**src/rtl/sample_result_narrower_if.sv**
```systemverilog
// rtl/sample_result_narrower_if.sv - input/output valid/ready handshake bundle for sample_result_narrower
//
// Purpose: groups the upstream sample stream (in_*) and downstream narrowed stream (out_*)
// of the narrower into a single interface.
// Modports:
//   master - upstream producer / downstream consumer side (drives in_*, out_ready)
//   slave  - the narrower itself (drives in_ready, out_*)
// Signals:
//   in_valid   in_data/shift valid
//   in_ready   narrower can accept a sample this cycle
//   in_data    signed wide result, BITSIN bits
//   shift      right-shift amount sampled with in_data
//   out_valid  out_data valid
//   out_ready  consumer accepts out_data this cycle
//   out_data   signed narrowed sample, BITSOUT bits
//   out_sat    out_data was clipped; travels with the sample

interface sample_result_narrower_if #(
    parameter int BITSIN     = 32,
    parameter int BITSOUT    = 16,
    parameter int SHIFT_BITS = 5
);
    logic                  in_valid;
    logic                  in_ready;
    logic [BITSIN-1:0]     in_data;
    logic [SHIFT_BITS-1:0] shift;
    logic                  out_valid;
    logic                  out_ready;
    logic [BITSOUT-1:0]    out_data;
    logic                  out_sat;

    modport master (
        output in_valid,
        input  in_ready,
        output in_data,
        output shift,
        input  out_valid,
        output out_ready,
        input  out_data,
        input  out_sat
    );

    modport slave (
        input  in_valid,
        output in_ready,
        input  in_data,
        input  shift,
        output out_valid,
        input  out_ready,
        output out_data,
        output out_sat
    );
endinterface

```
**src/rtl/sample_result_narrower.sv**
```systemverilog
// rtl/sample_result_narrower.sv - round/shift/saturate narrowing stage with 2-entry skid buffer
//
// Purpose: takes the wide signed result of the sample arithmetic unit, applies a per-sample
// arithmetic right shift with round-half-up, saturates to BITSOUT bits and hands the
// result downstream through a 2-entry valid/ready skid buffer. Saturation events are
// counted for debug readout.
// Ports:
//   clk          clock, rising edge
//   reset_n      asynchronous active-low reset
//   bus          sample_result_narrower_if.slave (in_* accept side, out_* deliver side)
//   clear_count  synchronous clear of sat_count (wins over an increment)
//   sat_count    saturating count of clipped samples accepted into the buffer
// BITSOUT must be smaller than BITSIN.

module sample_result_narrower #(
    parameter int BITSIN     = 32,
    parameter int BITSOUT    = 16,
    parameter int SHIFT_BITS = 5
) (
    input  logic                          clk,
    input  logic                          reset_n,
    sample_result_narrower_if.slave       bus,
    input  logic                          clear_count,
    output logic [15:0]                   sat_count
);

    // One guard bit above the input so the rounding add cannot overflow.
    localparam int W = BITSIN + 1;
    localparam logic signed [W-1:0] SAT_MAX = W'((64'sd1 <<< (BITSOUT - 1)) - 64'sd1);
    localparam logic signed [W-1:0] SAT_MIN = ~SAT_MAX;
    localparam logic [BITSOUT-1:0]  OUT_MAX = {1'b0, {(BITSOUT-1){1'b1}}};
    localparam logic [BITSOUT-1:0]  OUT_MIN = {1'b1, {(BITSOUT-1){1'b0}}};

    typedef enum logic [1:0] {
        ST_EMPTY = 2'd0,
        ST_ONE   = 2'd1,
        ST_TWO   = 2'd2
    } buf_state_t;

    buf_state_t         state;
    logic               in_ready_r;
    logic               out_valid_r;
    logic [BITSOUT-1:0] head_data;
    logic               head_sat;
    logic [BITSOUT-1:0] tail_data;
    logic               tail_sat;

    // ------------------------------------------------------------------
    // Combinational narrowing of the sample presented on the input side
    // ------------------------------------------------------------------
    logic [31:0]        shift_amt;
    logic signed [W-1:0] ext;
    logic signed [W-1:0] rnd;
    logic signed [W-1:0] sum;
    logic signed [W-1:0] shifted;
    logic [BITSOUT-1:0] new_data;
    logic               new_sat;

    always_comb begin
        shift_amt = 32'(bus.shift);
        if (shift_amt > 32'(BITSIN - 1)) begin
            shift_amt = 32'(BITSIN - 1);
        end
        ext = {bus.in_data[BITSIN-1], bus.in_data};
        // Adding half an LSB of the result before the floor shift rounds halves toward +inf.
        rnd = (shift_amt == 32'd0) ? '0 : (W'(1) << (shift_amt - 32'd1));
        sum = ext + rnd;
        shifted = sum >>> shift_amt;
        new_sat = 1'b0;
        new_data = shifted[BITSOUT-1:0];
        if (shifted > SAT_MAX) begin
            new_data = OUT_MAX;
            new_sat  = 1'b1;
        end else if (shifted < SAT_MIN) begin
            new_data = OUT_MIN;
            new_sat  = 1'b1;
        end
    end

    logic accept;
    logic take;

    assign accept = bus.in_valid && in_ready_r;
    assign take   = out_valid_r && bus.out_ready;

    // ------------------------------------------------------------------
    // Skid buffer: head feeds the output directly, tail only fills in TWO.
    // in_ready/out_valid are state-registered so out_ready never reaches in_ready.
    // ------------------------------------------------------------------
    always_ff @(posedge clk or negedge reset_n) begin
        if (!reset_n) begin
            state       <= ST_EMPTY;
            in_ready_r  <= 1'b1;
            out_valid_r <= 1'b0;
            head_data   <= '0;
            head_sat    <= 1'b0;
            tail_data   <= '0;
            tail_sat    <= 1'b0;
        end else begin
            case (state)
                ST_EMPTY: begin
                    if (accept) begin
                        head_data   <= new_data;
                        head_sat    <= new_sat;
                        out_valid_r <= 1'b1;
                        state       <= ST_ONE;
                    end
                end
                ST_ONE: begin
                    if (accept && take) begin
                        head_data <= new_data;
                        head_sat  <= new_sat;
                    end else if (accept) begin
                        tail_data  <= new_data;
                        tail_sat   <= new_sat;
                        in_ready_r <= 1'b0;
                        state      <= ST_TWO;
                    end else if (take) begin
                        out_valid_r <= 1'b0;
                        state       <= ST_EMPTY;
                    end
                end
                ST_TWO: begin
                    if (take) begin
                        head_data  <= tail_data;
                        head_sat   <= tail_sat;
                        in_ready_r <= 1'b1;
                        state      <= ST_ONE;
                    end
                end
                default: begin
                    state       <= ST_EMPTY;
                    in_ready_r  <= 1'b1;
                    out_valid_r <= 1'b0;
                end
            endcase
        end
    end

    // Counted at accept time so a stalled consumer does not delay the debug count.
    always_ff @(posedge clk or negedge reset_n) begin
        if (!reset_n) begin
            sat_count <= '0;
        end else if (clear_count) begin
            sat_count <= '0;
        end else if (accept && new_sat && (sat_count != 16'hFFFF)) begin
            sat_count <= sat_count + 16'd1;
        end
    end

    assign bus.in_ready  = in_ready_r;
    assign bus.out_valid = out_valid_r;
    assign bus.out_data  = head_data;
    assign bus.out_sat   = head_sat;

endmodule
```
**src/flat_wrapper.sv**
```systemverilog
// flat-port wrapper written by rule: the top's interface ports become plain ports
module sample_result_narrower_flat 
#(
    parameter int BITSIN     = 32,
    parameter int BITSOUT    = 16,
    parameter int SHIFT_BITS = 5
)
  (clk, reset_n, clear_count, sat_count, bus_in_valid, bus_in_ready, bus_in_data, bus_shift, bus_out_valid, bus_out_ready, bus_out_data, bus_out_sat);
  sample_result_narrower_if #(.BITSIN(BITSIN), .BITSOUT(BITSOUT), .SHIFT_BITS(SHIFT_BITS)) bus_i ();
  input  logic clk;
  input  logic reset_n;
  input  logic clear_count;
  output logic [15:0] sat_count;
  input wire logic [$bits(bus_i.in_valid)-1:0] bus_in_valid;
  output wire logic [$bits(bus_i.in_ready)-1:0] bus_in_ready;
  input wire logic [$bits(bus_i.in_data)-1:0] bus_in_data;
  input wire logic [$bits(bus_i.shift)-1:0] bus_shift;
  output wire logic [$bits(bus_i.out_valid)-1:0] bus_out_valid;
  input wire logic [$bits(bus_i.out_ready)-1:0] bus_out_ready;
  output wire logic [$bits(bus_i.out_data)-1:0] bus_out_data;
  output wire logic [$bits(bus_i.out_sat)-1:0] bus_out_sat;
  assign bus_i.in_valid = bus_in_valid;
  assign bus_in_ready = bus_i.in_ready;
  assign bus_i.in_data = bus_in_data;
  assign bus_i.shift = bus_shift;
  assign bus_out_valid = bus_i.out_valid;
  assign bus_i.out_ready = bus_out_ready;
  assign bus_out_data = bus_i.out_data;
  assign bus_out_sat = bus_i.out_sat;
  sample_result_narrower #(.BITSIN(BITSIN), .BITSOUT(BITSOUT), .SHIFT_BITS(SHIFT_BITS)) u_core (.clk(clk), .reset_n(reset_n), .bus(bus_i), .clear_count(clear_count), .sat_count(sat_count));
endmodule
```
**config.mk**
```make
export PLATFORM = sky130hd
export DESIGN_NAME = sample_result_narrower_flat
export DESIGN_NICKNAME = d
export VERILOG_FILES = /design/src/rtl/sample_result_narrower_if.sv /design/src/rtl/sample_result_narrower.sv /design/src/flat_wrapper.sv
export SDC_FILE = /design/constraint.sdc
export NUM_CORES = 1
export LEC_CHECK = 0
export BUFFER_PORTS_ARGS = -buffer_cell sky130_fd_sc_hd__buf_2
export CORE_UTILIZATION = 33
export DETAILED_ROUTE_END_ITERATION = 12
export GPL_ROUTABILITY_DRIVEN = 0
export PLACE_DENSITY = 0.48
export SYNTH_ARGS = -nofsm -noshare
export SYNTH_HDL_FRONTEND = slang
export SYNTH_SLANG_ARGS = --single-unit
```
**constraint.sdc**
```tcl
create_clock -name clk -period 3 [get_ports clk]
set_input_delay 0.15 -clock clk [delete_from_list [all_inputs] [get_ports clk]]
set_output_delay 0.15 -clock clk [all_outputs]
set_load 0.02 [all_outputs]
```
Word-level counts from Yosys, hierarchy flattened
Cells that the tools add are included.
Widths: inputs -> output; s select.
Cells by class
  magnitude comparators: 2
  bitwise gates (word level): 3
  reductions and logical operators: 14
  eq/ne operators: 11
  shift operators: 2
  divide/modulo/power cells: 0
  multipliers: 0
  add/subtract/negate cells: 3
  mux-type cells: 30
Operators by type and width (count)
  $mux 16: 7
  $pmux 16 s3: 1
  $add 32x33->33: 1
  $gt 33x16->1 const B: 1
  $lt 33x16->1 const B: 1
  $mux 33: 1
  $shl 1x32->33 const A: 1
  $sshr 33x5->33: 1
  $add 16x1->16 const B: 1
  $ne 16x16->1 const B: 1
  $mux 1: 12
  $reduce_and 4->1: 3
  $mux 2: 5
  $ne 2x1->1 const B: 5
  $pmux 1 s3: 3
  $pmux 2 s3: 1
  $sub 5x1->6 const B: 1
  $logic_and 1x1->1: 5
  $logic_not 5->1: 1
  $reduce_and 5->1: 1
  $ne 2x2->1 const B: 2
  $ne 3x1->1 const B: 1
  $not 1->1: 3
  $reduce_and 3->1: 1
  5 further kinds: 5
Storage, ports and cells
  memories: 0
  output and inout bits: 35
  latch bits: 0
  bits in writable memories: 0
  bits of input ports: 42
  word-level logic and storage cells: 73
  memory bits (read-only): 0
  register bits after elaboration: 54

Longest topological paths before layout
  depth in word-level cells: 12
  depth in mapped cells: 30
  depth with buffers taken out: 23

Least setup slack after synthesis
OpenSTA, ideal clock, no wires.
  path kind: input port to flip-flop
  start point: input port bus_shift[0]
  end point: register u_core.sat_count[10]
  data required time: 2.875 ns
  arrival time: 6.227 ns
  setup time: 0.125 ns
  stages on the path: 28
  path slack: -3.352 ns
  path buffers: 6
  cell sequence: clkbuf_1 > inv_1 > clkbuf_1 > clkbuf_1 > buf_2 > buf_1 > ha_1 > a22oi_1 > or2_2 > nor2_1 > ha_1 > inv_1 > fa_1 > nand2b_1 > a21oi_2 > o21ai_1 > and4_1 > a311oi_4 > nor3_1 > or4_1 > a211oi_1 > nand3_1 > and4bb_1 > nand4_2 > a31oi_4 > buf_6 > nor2_2 > mux2_4
On the way
  cells in the longest elaborated chain, start to end: 11
  elaborated cells on any way between the ends: 13
  classes of those cells: add/sub: 2; order compare: 2; shift: 2; mux: 3; reduce/logical: 4
Ends and longest elaborated chain
  start, declared: RTL line flat_wrapper.sv:17  | input wire logic [$bits(bus_i.shift)-1:0] bus_shift;
  $sub 5x1->6: RTL line sample_result_narrower.sv:66  | rnd = (shift_amt == 32'd0) ? '0 : (W'(1) << (shift_amt - 32'd1));
  $shl 1x32->33: RTL line sample_result_narrower.sv:66
  $mux 33: RTL line sample_result_narrower.sv:66
  $add 32x33->33: RTL line sample_result_narrower.sv:67  | sum = ext + rnd;
  $sshr 33x5->33 *: RTL line sample_result_narrower.sv:68  | shifted = sum >>> shift_amt;
  $lt 33x16->1: RTL line sample_result_narrower.sv:74  | end else if (shifted < SAT_MIN) begin
  $mux 1: RTL line sample_result_narrower.sv:74
  $mux 1 *: RTL line sample_result_narrower.sv:71  | if (shifted > SAT_MAX) begin
  $logic_and 1x1->1 * (2 in series): RTL line sample_result_narrower.sv:146  | end else if (accept && new_sat && (sat_count != 16'hFFFF)) begin
  $reduce_bool 2->1 (no source line) *
  end signal, assigned: RTL line sample_result_narrower.sv:147  | sat_count <= sat_count + 16'd1;
  end, declared: RTL line sample_result_narrower.sv:24  | output logic [15:0] sat_count
Mark *: on every way between the ends. The rest lies on a longest branch, timed or not.
A chain may end at the register's enable or synchronous reset.

Worst setup path after layout
  start point: input port bus_shift[0]
  end point: register u_core.sat_count[6]
The elaborated chain is that of the path after synthesis.

==> metrics <==
drt initial violations 821; EDFF count, synth 0; number of remaining DRC errors 0; placed instance count 1719; Mapped Cells 1112; Max stage delay on crit path 0.36 ns; footprint of the multi-input gates 7170 um2; Critical Path AT 5.05 ns; Clock Tree Buf Depth 2; Post-Syn Nets 1189; Async SR Flop Fraction 100%; share of layout cells above drive strength 1 42.9%; Clock H-tree levels 2; first-pass GRT wire length 51700 um; # hold bufs at CTS 0; FILL cells 2329; critical path's most frequent cell buf_12; vias in the first global route 9655; largest area contributor in the netlist dfrtp_1; Worst slew margin 35.0%; FMAX 205 MHz; via count 9911; top-level I/O count 77; CP endpoint kind flip-flop; total wire length 32500 um; register area share after synthesis 17.1%; DRT antenna net count 0; DP Area 10700 um2; worst skew pair latency 0.30 ns; Synth Register Bits 54; GRT Overall Usage 26.6%; RSZ-0062 raised after global routing yes; GRT overflow 0; worst setup margin -1.89 ns; routed len/inst 18.2 um; DP HPWL 24700 um; max-capacitance violation count 0; Core ar. 23500 um2; status finished with violations; CTS tree done; register area 1350 um2; # clock sinks 54; failing checks negative setup slack; synth unique cells 89; Fin Setup TNS -85.48 ns; port bufs 76; Max VDD drop 0.000196 V; Mean Syn Cell Area 7.12 um2; Num CTS Buffers 5; Clock Root Buffer clkbuf_16; post-route cell area 12300 um2; Die Span X 157 um; Pleak 5.48 nW; Synth top area share 16.7%; Yosys warnings 0; Worst Setup Start Kind input port; Area growth syn-to-layout 55.7%; top post-synthesis cells by area dfrtp_1 (17%), nor2_1 (7.3%), nand2_1 (6.4%); Via density 5.57; Clock Skews 0.00755 ns; Synth Flop Type dfrtp_1; Finished Layout Cells 1779; Req. time, crit path 3.16 ns; nets@finish 1536; die area 24600 um2; die height 157 um; Final min period 4.89 ns; Initial Util 33.7%; Crit-path slowest cell a221oi_4; Least-Margin Pin Slew 0.975 ns; Power Dens Cells 250 nW/um2; # setup viols final 50; Tightest Hold Check Type input port to async pin; initial antenna violation count 0; Hold Vio Cnt, Final 0; First-pass DRT Iterations 5; period utilization 163%; crit path max fanout 6; Cell Rows 56; Reg clk slew, reported paths 0.07 ns; mapped cell area 7920 um2; Crit Path Class input port to flip-flop; largest net degree at the start of global routing 43; Final Max Slew Viols 0; Antenna diodes 0
## registers in the layout, indices dropped and copies added (netlist names)
register	cells
u_core.bus.out_sat	1
u_core.tail_data	16
u_core.state	2
u_core.bus.in_ready	1
u_core.sat_count	16
u_core.bus.out_data	16
u_core.tail_sat	1
u_core.bus.out_valid	1
## through the flow
stage | setup WS (ns) | total power, W | hold slack, ns | util, %
after floorplan | -2.22 | 0.00149 | -0.146 | -
after global placement | -2.44 | 0.00209 | 0.361 | 45.6
after detailed placement | -2.42 | 0.00209 | 0.359 | 45.6
after CTS | -1.77 | 0.00302 | 0.0394 | 51.0
after global routing | -2.12 | 0.00324 | 0.0820 | 52.4
final | -1.89 | 0.00308 | 0.00307 | 52.4
## logic make-up (layout without fill, tap and decap cells)
| group | Yosys count | after routing | synth area share [%] |
|---|---|---|---|
| buffers and inverters | 95 | 443 | 5.24 |
| XOR/XNOR | 17 | 17 | 1.88 |
| adder cells (fa/ha/maj) | 35 | 35 | 5.62 |
| flip-flops | 54 | 54 | 17.1 |
| AND/OR/NAND/NOR | 472 | 472 | 27.9 |
| multiplexers | 54 | 54 | 7.55 |
| AO/OA/AOI/OAI | 385 | 385 | 34.7 |
## cells in the final DEF, fill, tap and decap left out, types with 7 or more instances in the layout
cell type	Yosys	layout
buf_4	4	318
nor2_1	155	145
nand2_1	135	129
buf_2	17	73
a21oi_1	80	66
dfrtp_1	53	53
o21ai_0	74	46
mux2i_1	41	38
nand3_1	33	32
nand4_1	28	28
ha_1	34	28
o21ai_1	7	25
o21a_1	22	19
o211ai_1	18	18
a21oi_2	4	16
a221oi_2	2	16
nor3_1	20	14
or3_1	18	14
inv_1	16	13
a211oi_1	20	13
buf_6	3	13
nand2b_1	14	12
a211oi_2	9	12
and2_1	15	12
a21o_1	11	11
a21boi_4	0	11
buf_12	0	11
xor2_1	11	10
o21ai_2	2	9
or4_1	11	9
o31ai_1	13	9
nor2_2	2	8
and3_1	9	8
o22ai_1	8	7
nor2b_1	8	7
mux2_2	8	7
## final timing paths
path / slack (ns) / end / start / cells past startpoint
max: -1.89 / u_core.sat_count[6]$_DFFE_PN0P_ / bus_shift[0] / 30
min: 0.003 / u_core.sat_count[0]$_DFFE_PN0P_ / reset_n / 1
max reg2reg: 0.25 / u_core.sat_count[15]$_DFFE_PN0P_ / u_core.sat_count[3]$_DFFE_PN0P_ / 10
min reg2reg: 0.48 / u_core.tail_sat$_DFFE_PN0P_ / u_core.tail_sat$_DFFE_PN0P_ / 2
max in group asynchronous: 2.29 / u_core.sat_count[8]$_DFFE_PN0P_ / reset_n / 2
min in group clk: 0.16 / u_core.bus.out_valid$_DFFE_PN0P_ / bus_out_ready / 4
## routing by layer
layer  routed length (um)  GRT usage, %
met5                    0             0
met4                  509          5.00
met3                 1880          3.66
met2                14400          42.3
met1                15700          38.2
## cells in the mapped netlist (13+ instances only)
cell	instances
o211ai_1	18
clkbuf_1	44
mux2i_1	41
o21ai_0	74
nor2_1	155
buf_2	17
nand2b_1	14
nand2_1	135
o31ai_1	13
dfrtp_1	53
nor3_1	20
a21oi_1	80
and2_1	15
a211oi_1	20
inv_1	16
nand4_1	28
nand3_1	33
or3_1	18
o21a_1	22
ha_1	34
a221oi_1	18
## where the power goes
part	switching (W)	leakage [nW]	total (W)	internal, W
combinational	0.000880	4.66	0.00168	0.000800
sequential	0	0.746	0.000727	0.000727
clock	0.000276	0.0771	0.000671	0.000395
total	0.00116	5.48	0.00308	0.00192
## layout make-up
class                      count  share of cell area, %
tap                          319                   3.24
timing repair buffer         417                   25.7
sequential                    54                   11.0
clock buffer                   6                   1.04
multi-input combinational    963                   58.1
clock inverter                 2                  0.304
inverter                      18                  0.609
## worst max-delay path: cells and delay by family
family                   cells  cell delay, ns
AO/OA/AOI/OAI                9            1.75
multiplexers                 1            0.32
adder cells (fa/ha/maj)      3            0.63
AND/OR/NAND/NOR              8            1.19
buffers and inverters        9            0.99
## what timing repair did
item,4_1_cts,5_1_grt
gates cloned,3,0
resized for setup,172,49
pin swaps,48,37
buffers inserted,39,12
hold endpoints to repair,0,0
endpoints found under the setup margin,50,50
Note: power is estimated with default switching activity, not from simulation.
